===== src/rtl/aes_pkg.sv =====
// Shared AES definitions used by the key schedule and the round datapaths.
//   AES_NR / AES_NK : round count and key length in words for AES-128
//   AES_RCON        : round constants, indexed by the round being produced
//   word_t/block_t  : 32-bit word and 128-bit block types
//   state_t         : key-schedule FSM states
package aes_pkg;

    localparam int AES_NR = 10;
    localparam int AES_NK = 4;

    typedef logic [31:0]  word_t;
    typedef logic [127:0] block_t;

    typedef enum logic {
        IDLE   = 1'b0,
        EXPAND = 1'b1
    } state_t;

    // Entry 0 and entries 11..15 are never used for a real round; they are
    // zero-padded so a 4-bit round number can index the table directly.
    localparam logic [7:0] AES_RCON [0:15] = '{
        8'h00, 8'h01, 8'h02, 8'h04, 8'h08, 8'h10, 8'h20, 8'h40,
        8'h80, 8'h1b, 8'h36, 8'h00, 8'h00, 8'h00, 8'h00, 8'h00
    };

endpackage


===== src/rtl/aes_sbox.sv =====
// AES forward S-box, purely combinational.
//   in_byte  : byte to substitute
//   out_byte : SubBytes(in_byte)
module aes_sbox (
    input  logic [7:0] in_byte,
    output logic [7:0] out_byte
);

    localparam logic [7:0] SBOX [0:255] = '{
        8'h63, 8'h7c, 8'h77, 8'h7b, 8'hf2, 8'h6b, 8'h6f, 8'hc5, 8'h30, 8'h01, 8'h67, 8'h2b, 8'hfe, 8'hd7, 8'hab, 8'h76,
        8'hca, 8'h82, 8'hc9, 8'h7d, 8'hfa, 8'h59, 8'h47, 8'hf0, 8'had, 8'hd4, 8'ha2, 8'haf, 8'h9c, 8'ha4, 8'h72, 8'hc0,
        8'hb7, 8'hfd, 8'h93, 8'h26, 8'h36, 8'h3f, 8'hf7, 8'hcc, 8'h34, 8'ha5, 8'he5, 8'hf1, 8'h71, 8'hd8, 8'h31, 8'h15,
        8'h04, 8'hc7, 8'h23, 8'hc3, 8'h18, 8'h96, 8'h05, 8'h9a, 8'h07, 8'h12, 8'h80, 8'he2, 8'heb, 8'h27, 8'hb2, 8'h75,
        8'h09, 8'h83, 8'h2c, 8'h1a, 8'h1b, 8'h6e, 8'h5a, 8'ha0, 8'h52, 8'h3b, 8'hd6, 8'hb3, 8'h29, 8'he3, 8'h2f, 8'h84,
        8'h53, 8'hd1, 8'h00, 8'hed, 8'h20, 8'hfc, 8'hb1, 8'h5b, 8'h6a, 8'hcb, 8'hbe, 8'h39, 8'h4a, 8'h4c, 8'h58, 8'hcf,
        8'hd0, 8'hef, 8'haa, 8'hfb, 8'h43, 8'h4d, 8'h33, 8'h85, 8'h45, 8'hf9, 8'h02, 8'h7f, 8'h50, 8'h3c, 8'h9f, 8'ha8,
        8'h51, 8'ha3, 8'h40, 8'h8f, 8'h92, 8'h9d, 8'h38, 8'hf5, 8'hbc, 8'hb6, 8'hda, 8'h21, 8'h10, 8'hff, 8'hf3, 8'hd2,
        8'hcd, 8'h0c, 8'h13, 8'hec, 8'h5f, 8'h97, 8'h44, 8'h17, 8'hc4, 8'ha7, 8'h7e, 8'h3d, 8'h64, 8'h5d, 8'h19, 8'h73,
        8'h60, 8'h81, 8'h4f, 8'hdc, 8'h22, 8'h2a, 8'h90, 8'h88, 8'h46, 8'hee, 8'hb8, 8'h14, 8'hde, 8'h5e, 8'h0b, 8'hdb,
        8'he0, 8'h32, 8'h3a, 8'h0a, 8'h49, 8'h06, 8'h24, 8'h5c, 8'hc2, 8'hd3, 8'hac, 8'h62, 8'h91, 8'h95, 8'he4, 8'h79,
        8'he7, 8'hc8, 8'h37, 8'h6d, 8'h8d, 8'hd5, 8'h4e, 8'ha9, 8'h6c, 8'h56, 8'hf4, 8'hea, 8'h65, 8'h7a, 8'hae, 8'h08,
        8'hba, 8'h78, 8'h25, 8'h2e, 8'h1c, 8'ha6, 8'hb4, 8'hc6, 8'he8, 8'hdd, 8'h74, 8'h1f, 8'h4b, 8'hbd, 8'h8b, 8'h8a,
        8'h70, 8'h3e, 8'hb5, 8'h66, 8'h48, 8'h03, 8'hf6, 8'h0e, 8'h61, 8'h35, 8'h57, 8'hb9, 8'h86, 8'hc1, 8'h1d, 8'h9e,
        8'he1, 8'hf8, 8'h98, 8'h11, 8'h69, 8'hd9, 8'h8e, 8'h94, 8'h9b, 8'h1e, 8'h87, 8'he9, 8'hce, 8'h55, 8'h28, 8'hdf,
        8'h8c, 8'ha1, 8'h89, 8'h0d, 8'hbf, 8'he6, 8'h42, 8'h68, 8'h41, 8'h99, 8'h2d, 8'h0f, 8'hb0, 8'h54, 8'hbb, 8'h16
    };

    assign out_byte = SBOX[in_byte];

endmodule


===== src/rtl/aes_key_sched_seq.sv =====
// Sequential AES-128 key schedule: one round key per clock, rk[0]..rk[10].
//   clk, rst_n          : clock (rising edge), asynchronous active-low reset
//   start, cipher_key   : expansion request and key (bits [127:96] = w0)
//   busy                : expansion in progress (covers every rk_valid cycle)
//   rk_valid, rk_index,
//   round_key, done     : streamed round keys; done marks rk_index = 10
//   keys_ready          : key file holds a complete schedule
//   rd_index, rd_key    : combinational random-access read of the key file
module aes_key_sched_seq
    import aes_pkg::*;
#(
    parameter int NUM_ROUNDS = 10,
    parameter bit STORE_KEYS = 1'b1
) (
    input  logic         clk,
    input  logic         rst_n,
    input  logic         start,
    input  logic [127:0] cipher_key,
    output logic         busy,
    output logic         rk_valid,
    output logic [3:0]   rk_index,
    output logic [127:0] round_key,
    output logic         done,
    output logic         keys_ready,
    input  logic [3:0]   rd_index,
    output logic [127:0] rd_key
);

    if (NUM_ROUNDS != AES_NR) begin : g_bad_rounds
        $fatal(1, "aes_key_sched_seq: only NUM_ROUNDS = 10 (AES-128) is supported");
    end

    localparam logic [3:0] LAST_ROUND = 4'(NUM_ROUNDS);

    state_t     state_q, state_d;
    block_t     words_q, words_d;
    logic [3:0] round_q, round_d;
    logic       keys_ready_q, keys_ready_d;

    word_t      w0, w1, w2, w3;
    word_t      rot_w3, sub_w3, t_word;
    word_t      w0_n, w1_n, w2_n, w3_n;
    logic [3:0] round_inc;

    assign w0 = words_q[127:96];
    assign w1 = words_q[95:64];
    assign w2 = words_q[63:32];
    assign w3 = words_q[31:0];

    // RotWord then SubWord on the last word of the current round key.
    assign rot_w3 = {w3[23:0], w3[31:24]};

    for (genvar b = 0; b < AES_NK; b++) begin : g_subword
        aes_sbox u_sbox (
            .in_byte  (rot_w3[8*b +: 8]),
            .out_byte (sub_w3[8*b +: 8])
        );
    end

    // The constant belongs to the round being produced, hence round + 1.
    assign round_inc = round_q + 4'd1;
    assign t_word    = sub_w3 ^ {AES_RCON[round_inc], 24'h0};

    // Each new word chains off the one just produced.
    assign w0_n = w0 ^ t_word;
    assign w1_n = w1 ^ w0_n;
    assign w2_n = w2 ^ w1_n;
    assign w3_n = w3 ^ w2_n;

    always_ff @(posedge clk or negedge rst_n) begin
        if (!rst_n) begin
            state_q      <= IDLE;
            words_q      <= '0;
            round_q      <= '0;
            keys_ready_q <= 1'b0;
        end else begin
            state_q      <= state_d;
            words_q      <= words_d;
            round_q      <= round_d;
            keys_ready_q <= keys_ready_d;
        end
    end

    // keys_ready rises on the edge that moves to the last round, so it is
    // already high in the done cycle; start in that cycle is ignored because
    // the FSM is still in EXPAND.
    always_comb begin
        state_d      = state_q;
        words_d      = words_q;
        round_d      = round_q;
        keys_ready_d = keys_ready_q;
        case (state_q)
            IDLE: begin
                if (start) begin
                    state_d      = EXPAND;
                    words_d      = cipher_key;
                    round_d      = '0;
                    keys_ready_d = 1'b0;
                end
            end
            EXPAND: begin
                if (round_q == LAST_ROUND) begin
                    state_d = IDLE;
                    round_d = '0;
                end else begin
                    words_d = {w0_n, w1_n, w2_n, w3_n};
                    round_d = round_inc;
                    if (round_inc == LAST_ROUND) begin
                        keys_ready_d = 1'b1;
                    end
                end
            end
            default: begin
                state_d = IDLE;
            end
        endcase
    end

    assign rk_valid   = (state_q == EXPAND);
    assign busy       = rk_valid;
    assign rk_index   = rk_valid ? round_q : 4'd0;
    assign round_key  = rk_valid ? words_q : '0;
    assign done       = rk_valid && (round_q == LAST_ROUND);
    assign keys_ready = keys_ready_q;

    if (STORE_KEYS) begin : g_key_file
        block_t key_file [0:NUM_ROUNDS];

        // Registered write: a same-cycle read of the slot being written
        // still sees the previous contents.
        always_ff @(posedge clk or negedge rst_n) begin
            if (!rst_n) begin
                for (int i = 0; i <= NUM_ROUNDS; i++) begin
                    key_file[i] <= '0;
                end
            end else if (rk_valid) begin
                key_file[round_q] <= words_q;
            end
        end

        assign rd_key = (rd_index <= LAST_ROUND) ? key_file[rd_index] : '0;
    end else begin : g_no_key_file
        assign rd_key = '0;
    end

endmodule


===== config.mk =====
export PLATFORM = sky130hd
export DESIGN_NAME = aes_key_sched_seq
export DESIGN_NICKNAME = d
export VERILOG_FILES = /design/src/rtl/aes_pkg.sv /design/src/rtl/aes_sbox.sv /design/src/rtl/aes_key_sched_seq.sv
export SDC_FILE = /design/constraint.sdc
export NUM_CORES = 2
export LEC_CHECK = 0
export ABC_CLOCK_PERIOD_IN_PS = 4100
export CORE_ASPECT_RATIO = 0.7
export CORE_UTILIZATION = 41
export CTS_BUF_LIST = sky130_fd_sc_hd__clkbuf_8
export DETAILED_ROUTE_END_ITERATION = 10
export GPL_ROUTABILITY_DRIVEN = 1
export PLACE_DENSITY = 0.71
export SYNTH_ARGS = -nofsm -noshare
export SYNTH_HDL_FRONTEND = slang
export SYNTH_SLANG_ARGS = --single-unit

===== constraint.sdc =====
create_clock -name clk -period 4.1 [get_ports clk]
set_input_delay 0.41 -clock clk [delete_from_list [all_inputs] [get_ports clk]]
set_output_delay 0.41 -clock clk [all_outputs]
set_load 0.1 [all_outputs]

## Word level (Yosys, flattened, before mapping)

Memory sizes are Yosys's and may differ from the RTL's.
Cells that the tools add are included.

| storage, ports and cells | value |
|---|---|
| bits in registers | 1542 |
| memories | 5 |
| bits in read-only memories | 8320 |

| cells by class | value |
|---|---|
| add/sub/neg operators | 1 |
| mux-type cells | 32 |
| magnitude comparators | 9 |
| bitwise logic cells | 13 |
| reduce and logical (&&, ||, !) cells | 4 |
| equal/unequal tests | 5 |

Memories:

| name | words | bits a word | read ports | clocked after memory_dff | write ports | line | RTL |
|---|---|---|---|---|---|---|---|
| (no name shown) | 256 | 8 | 1 | 0 | 0 | aes_sbox.sv:28 | `assign out_byte = SBOX[in_byte];` |
| (no name shown) | 256 | 8 | 1 | 0 | 0 | aes_sbox.sv:28 |  |
| (no name shown) | 256 | 8 | 1 | 0 | 0 | aes_sbox.sv:28 |  |
| (no name shown) | 256 | 8 | 1 | 0 | 0 | aes_sbox.sv:28 |  |
| (no name shown) | 16 | 8 | 1 | 0 | 0 | aes_key_sched_seq.sv:62 | `assign t_word = sub_w3 ^ {AES_RCON[round_inc], 24'h0};` |

Operator list:

| operator | number |
|---|---|
| 1408-bit bitwise mux | 1 |
| 128-bit 2-to-1 mux | 7 |
| 128-bit binary-select mux with 4-bit select | 1 |
| 128-bit demux with 4-bit select | 1 |
| 128-bit case mux with 2 select lines | 1 |
| 32-bit bitwise XOR | 5 |
| 8-bit 2-to-1 mux | 10 |
| 9-bit greater-or-equal comparator, second input constant | 4 |
| 8-bit inverter with 9-bit output | 4 |
| 5-bit greater-or-equal comparator, second input constant | 3 |
| 4-bit inverter with 5-bit output | 3 |
| 4-bit 2-to-1 mux | 3 |
| 4-bit == test, second input constant | 2 |
| 4-bit case mux with 2 select lines | 1 |
| 5-bit by 1-bit < comparator with 1-bit output, second input constant | 1 |
| 1-bit 2-to-1 mux | 5 |
| 4-bit by 1-bit adder with 4-bit output, second input constant | 1 |
| 4-bit less-or-equal comparator, second input constant | 1 |
| 2-bit inequality test, second input constant | 2 |
| 1-bit case mux with 2 select lines | 2 |
| 3-bit AND reduction | 1 |
| 1-bit logical AND | 2 |
| 2-bit by 1-bit inequality test with 1-bit output, second input constant | 1 |
| 2-bit AND reduction | 1 |
| 1-bit inverter | 1 |

## Logic depth before layout (Yosys ltp)

| logic depth | value |
|---|---|
| depth after elaboration | 12 |
| mapped depth | 18 |
| depth with buffers taken out | 11 |

## Modules after synthesis

From an unflattened synthesis, not the netlist that was laid out.

| unflattened totals | value |
|---|---|
| cell total of the unflattened synthesis | 7339 |
| area, all modules | 85923.7 µm² |

By module, submodules not included:

| module | sequential area each (µm²) | area an instance (µm²) | times used | cells an instance |
|---|---|---|---|---|
| aes_key_sched_seq | 38587.0 | 73056.3 | 1 | 5211 |
| aes_sbox | 0.0 | 3216.8 | 4 | 532 |

## Worst setup path before layout

OpenSTA, ideal clock, no wires.

| path | value |
|---|---|
| kind | register -> register |
| start | register words_q[16] |
| end | register words_q[24] |
| buffers on the path | 5 |
| period minus slack after synthesis | 4.236 ns |
| stages on the path, launching flop included | 16 |
| required time | 3.980 ns |
| arrival | 4.117 ns |
| library setup time | 0.120 ns |
| path slack | -0.136 ns |
| cells stage by stage | dfrtp_1 buf_2 clkbuf_1 clkbuf_1 inv_1 clkbuf_1 ha_1 and2_1 clkbuf_1 nor2_1 mux4_2 mux4_2 mux2i_4 xnor3_1 a32o_1 a31o_1 |

| on the way | value |
|---|---|
| longest elaborated chain between the ends | 11 |

Ends and longest elaborated chain:

| item | line | RTL |
|---|---|---|
| from (decl) | aes_key_sched_seq.sv:36 | `block_t words_q, words_d;` |
| from (signal assigned) | aes_key_sched_seq.sv:78 | `words_q <= words_d;` |
| 8-bit inverter with 9-bit output (implied by the code) | aes_sbox.sv:28 |  |
| memory 256 x 8 bit | - |  |
| 8-bit 2-to-1 mux (implied by the code) (2 in series) | aes_sbox.sv:28 |  |
| 32-bit bitwise XOR | aes_key_sched_seq.sv:62 |  |
| 32-bit bitwise XOR | aes_key_sched_seq.sv:65 | `assign w0_n = w0 ^ t_word;` |
| 32-bit bitwise XOR | aes_key_sched_seq.sv:66 | `assign w1_n = w1 ^ w0_n;` |
| 32-bit bitwise XOR | aes_key_sched_seq.sv:67 | `assign w2_n = w2 ^ w1_n;` |
| 32-bit bitwise XOR | aes_key_sched_seq.sv:68 | `assign w3_n = w3 ^ w2_n;` |
| 128-bit 2-to-1 mux | aes_key_sched_seq.sv:102 | `if (round_q == LAST_ROUND) begin` |
| 128-bit case mux with 2 select lines | aes_key_sched_seq.sv:92 | `case (state_q)` |

No other way between the ends. The select of a mux whose other input is x is not followed.
A chain may end at the register's enable or synchronous reset.

## Worst setup path in the final report

| path | value |
|---|---|
| start | register words_q[10] |
| end | register words_q[20] |

Same word-level chain as after synthesis.

==> flow_summary.toml <==
[critical_path]
crit_chain = "buf_12 -> buf_4 -> nor2b_1 -> buf_4 -> nor4_1 -> o31ai_1 -> a22oi_1 -> o311ai_0 -> o21ai_1 -> buf_4 -> xnor2_1 -> o211ai_1 -> o311ai_0"
crit_type = "flop to flop"
critical_path.max_fanout = 46
crit_top_cell = "buf_4"
cp-endpoint = "words_q[20]"
worstPathRequired_ns = 4.97
r2r-end = "words_q[20]"
slowest_delay_ns = 0.57
r2r_cells = 13
r2r_start = "words_q[10]"
startpoint = "words_q[10]"
crit_arrival_ns = 4.92
slowest_stage = "nor2b_1"
end_kind = "flop"
startpoint_type = "flop"
ff2ff_setup_slack_ns = 0.05

[drt]
first_iter_violations = 8103
met1_length_um = 159000
wl_met3_um = 30800
via_per_inst = 6.26
finalWirelength_um = 367000
met2_length_um = 157000
antenna_left = 0
drt_first_pass_iters = 7
drc_errors = 0
dr_total_vias = 71400
routed.top_layer = "met5"
post_drt_wl_per_cell_um = 32.2

[cts]
h-tree-depth = 4
clk_latency_ns = 1.02
cts_tree = "built"
clock-sinks = 1542
cts.clk_slew.worst_paths_ns = 0.07
cts_buffers = 240
clk_path_buf_depth = 4
cts-root-buf = "clkbuf_8"

[logic_synthesis]
synth_top_flop_cell = "dfrtp_1"
synth_seq_cells = 1542
yosysWarnings = 0
async_reset_ff_share_pct = 100
synth_cells = 7963
postSynthAreaPerCell_um2 = 10.9
synth.distinct_cells = 93
seq_area_frac_synth_pct = 44.5
synth-edff-count = 0
syn_area_um2 = 86700
syn_nets = 8153

[status]
status = "complete, no violations"

[global_route]
grt_pass1_wl_um = 530000
grt_usage_pct = 34.1
grt_max_degree = 154
grt_pass1_vias = 72100
grt-ovfl-total = 0
antenna_found_initial = 39

[floorplan]
rows = 140
die_y_um = 387
die_area_um2 = 213000
die_w_um = 552
initial_core_util_pct = 41.5
core_um2 = 209000
io_pins = 399

[final_layout]
final_common_cell = "dfrtp_1"
final_cell_mix = "dfrtp_1, mux2_2, nand2_1"
area_growth_pct = 19.3
drive_gt1_share_pct = 33.0
design_area_um2 = 103000
nets = 8618

[place]
gp_congestion = 0.994
dpl_cell_area_um2 = 98300
place.port_buffers = 398
hpwl_um = 253000

[sta]
fin_crit_ns = 4.05
setup_viol = 0
hold_viol_final = 0
max_slew_margin_pct = 26.2
rsz0062_at_grt = "no"
worst_pin_slew_ns = 1.10
maxSlewViolCount = 0
finalCritPeriodShare_pct = 98.9
max_freq_mhz = 247
skew_ns = 0.0629

[job]
drv_cap = 0

[worst_hold_path]
hold_path_class = "input pin to asynchronous set/reset pin"
## synth_stat cells, types with 25 or more instances
library cell / count / share of area (%)
a211oi_1: 126 / 1.1
a21oi_1: 347 / 2.0
a221oi_1: 35 / 0.35
a311oi_1: 34 / 0.34
a31oi_1: 79 / 0.57
and2_1: 122 / 0.88
and3_1: 34 / 0.25
buf_1: 116 / 0.50
buf_2: 104 / 0.60
clkbuf_1: 648 / 2.8
dfrtp_1: 1542 / 45
ha_1: 55 / 0.79
inv_1: 51 / 0.22
mux2_2: 1087 / 14
mux2i_1: 318 / 3.7
mux4_2: 313 / 8.1
nand2_1: 819 / 3.5
nand2b_1: 80 / 0.58
nand3_1: 96 / 0.55
nor2_1: 364 / 1.6
nor2b_1: 147 / 1.1
nor3_1: 78 / 0.45
o211ai_1: 54 / 0.47
o21ai_0: 432 / 2.5
o22ai_1: 146 / 1.1
o311ai_0: 46 / 0.46
o31ai_1: 33 / 0.29
or2_2: 33 / 0.24
or3_1: 25 / 0.18
xnor2_1: 111 / 1.1
xor2_1: 67 / 0.68
## cell families (layout without fill, tap and decap cells)
group                    after synthesis  in the layout  synth area share, %
AND/OR/NAND/NOR                     1888           1888                 10.1
multiplexers                        1720           1720                 26.0
AO/OA/AOI/OAI                       1621           1621                 12.1
flip-flops                          1542           1542                 44.5
buffers and inverters                945           1595                 4.35
XOR/XNOR                             192            192                 2.17
adder cells (fa/ha/maj)               55             55                0.794
other                                  0             25                    0
## state kept, by name, summed over array words and instances, names as in the netlist
signal,flops
round_q,4
keys_ready,1
words_q,128
g_key_file.key_file,1408
busy,1
## per-stage QoR
step / worst slack [ns] / TNS [ns] / std cells / hold WS [ns] / utilization [%]
floorplan: -0.0621 / -0.0621 / 7963 / 0.114 / -
global placement: -0.0168 / -0.0168 / 11000 / 0.408 / 47.0
detailed placement: 0.00966 / 0 / 11000 / 0.423 / 47.0
CTS: 0.00886 / 0 / 11400 / 0.00974 / 49.5
global route: 0.0335 / 0 / 11400 / 0.0334 / 49.5
finish: 0.0458 / 0 / 11400 / 0.0154 / 49.5
## final cells by class
| class | instances | area [µm²] |
|---|---|---|
| fill | 18500 | 106000 |
| multi-input combinational | 5476 | 44500 |
| sequential | 1542 | 38600 |
| timing repair buffer | 1108 | 11500 |
| clock buffer | 312 | 4290 |
| tap | 2769 | 3460 |
| clock inverter | 115 | 777 |
| inverter | 60 | 231 |
| antenna | 25 | 62.6 |
## worst min-delay path by stage
| stage | cells after the start | slack, ns | endpoint | from |
|---|---|---|---|---|
| 2_1_floorplan | 0 | 0.11 | busy | rst_n |
| 3_3_place_gp | 1 | 0.41 | g_key_file.key_file[539] | rst_n |
| 3_5_place_dp | 1 | 0.42 | g_key_file.key_file[924] | rst_n |
| 4_1_cts | 3 | 0.01 | words_q[43] | cipher_key[43] |
| 5_1_grt | 2 | 0.03 | g_key_file.key_file[924] | rst_n |
| 6_report | 2 | 0.02 | g_key_file.key_file[924] | rst_n |
## worst max-delay path: cells and delay by family, from the launching register on
kind	cells	cell delay, ns
xor+xnor	1	0.46
flops	1	0.37
simple gates	2	0.64
compound gates	6	1.34
buf+inv	4	1.04
## per-layer routing
layer  track usage [%]  vias to the layer above
met4              17.3                        8
met3              6.46                      759
met2              48.8                     3517
met5                 0                        -
met1              49.0                    37200
li1                  -                    29900
## repair_timing
item                                   in CTS  in global routing
buffers inserted                            0                  0
endpoints found under the hold margin     299                  0
hold buffers                                3                  0
setup endpoints to repair                   0                  7
gates resized for setup                     0                  5
Power is not shown: default switching activity piles up to over one toggle a cycle in this logic, so the estimate is an artifact.
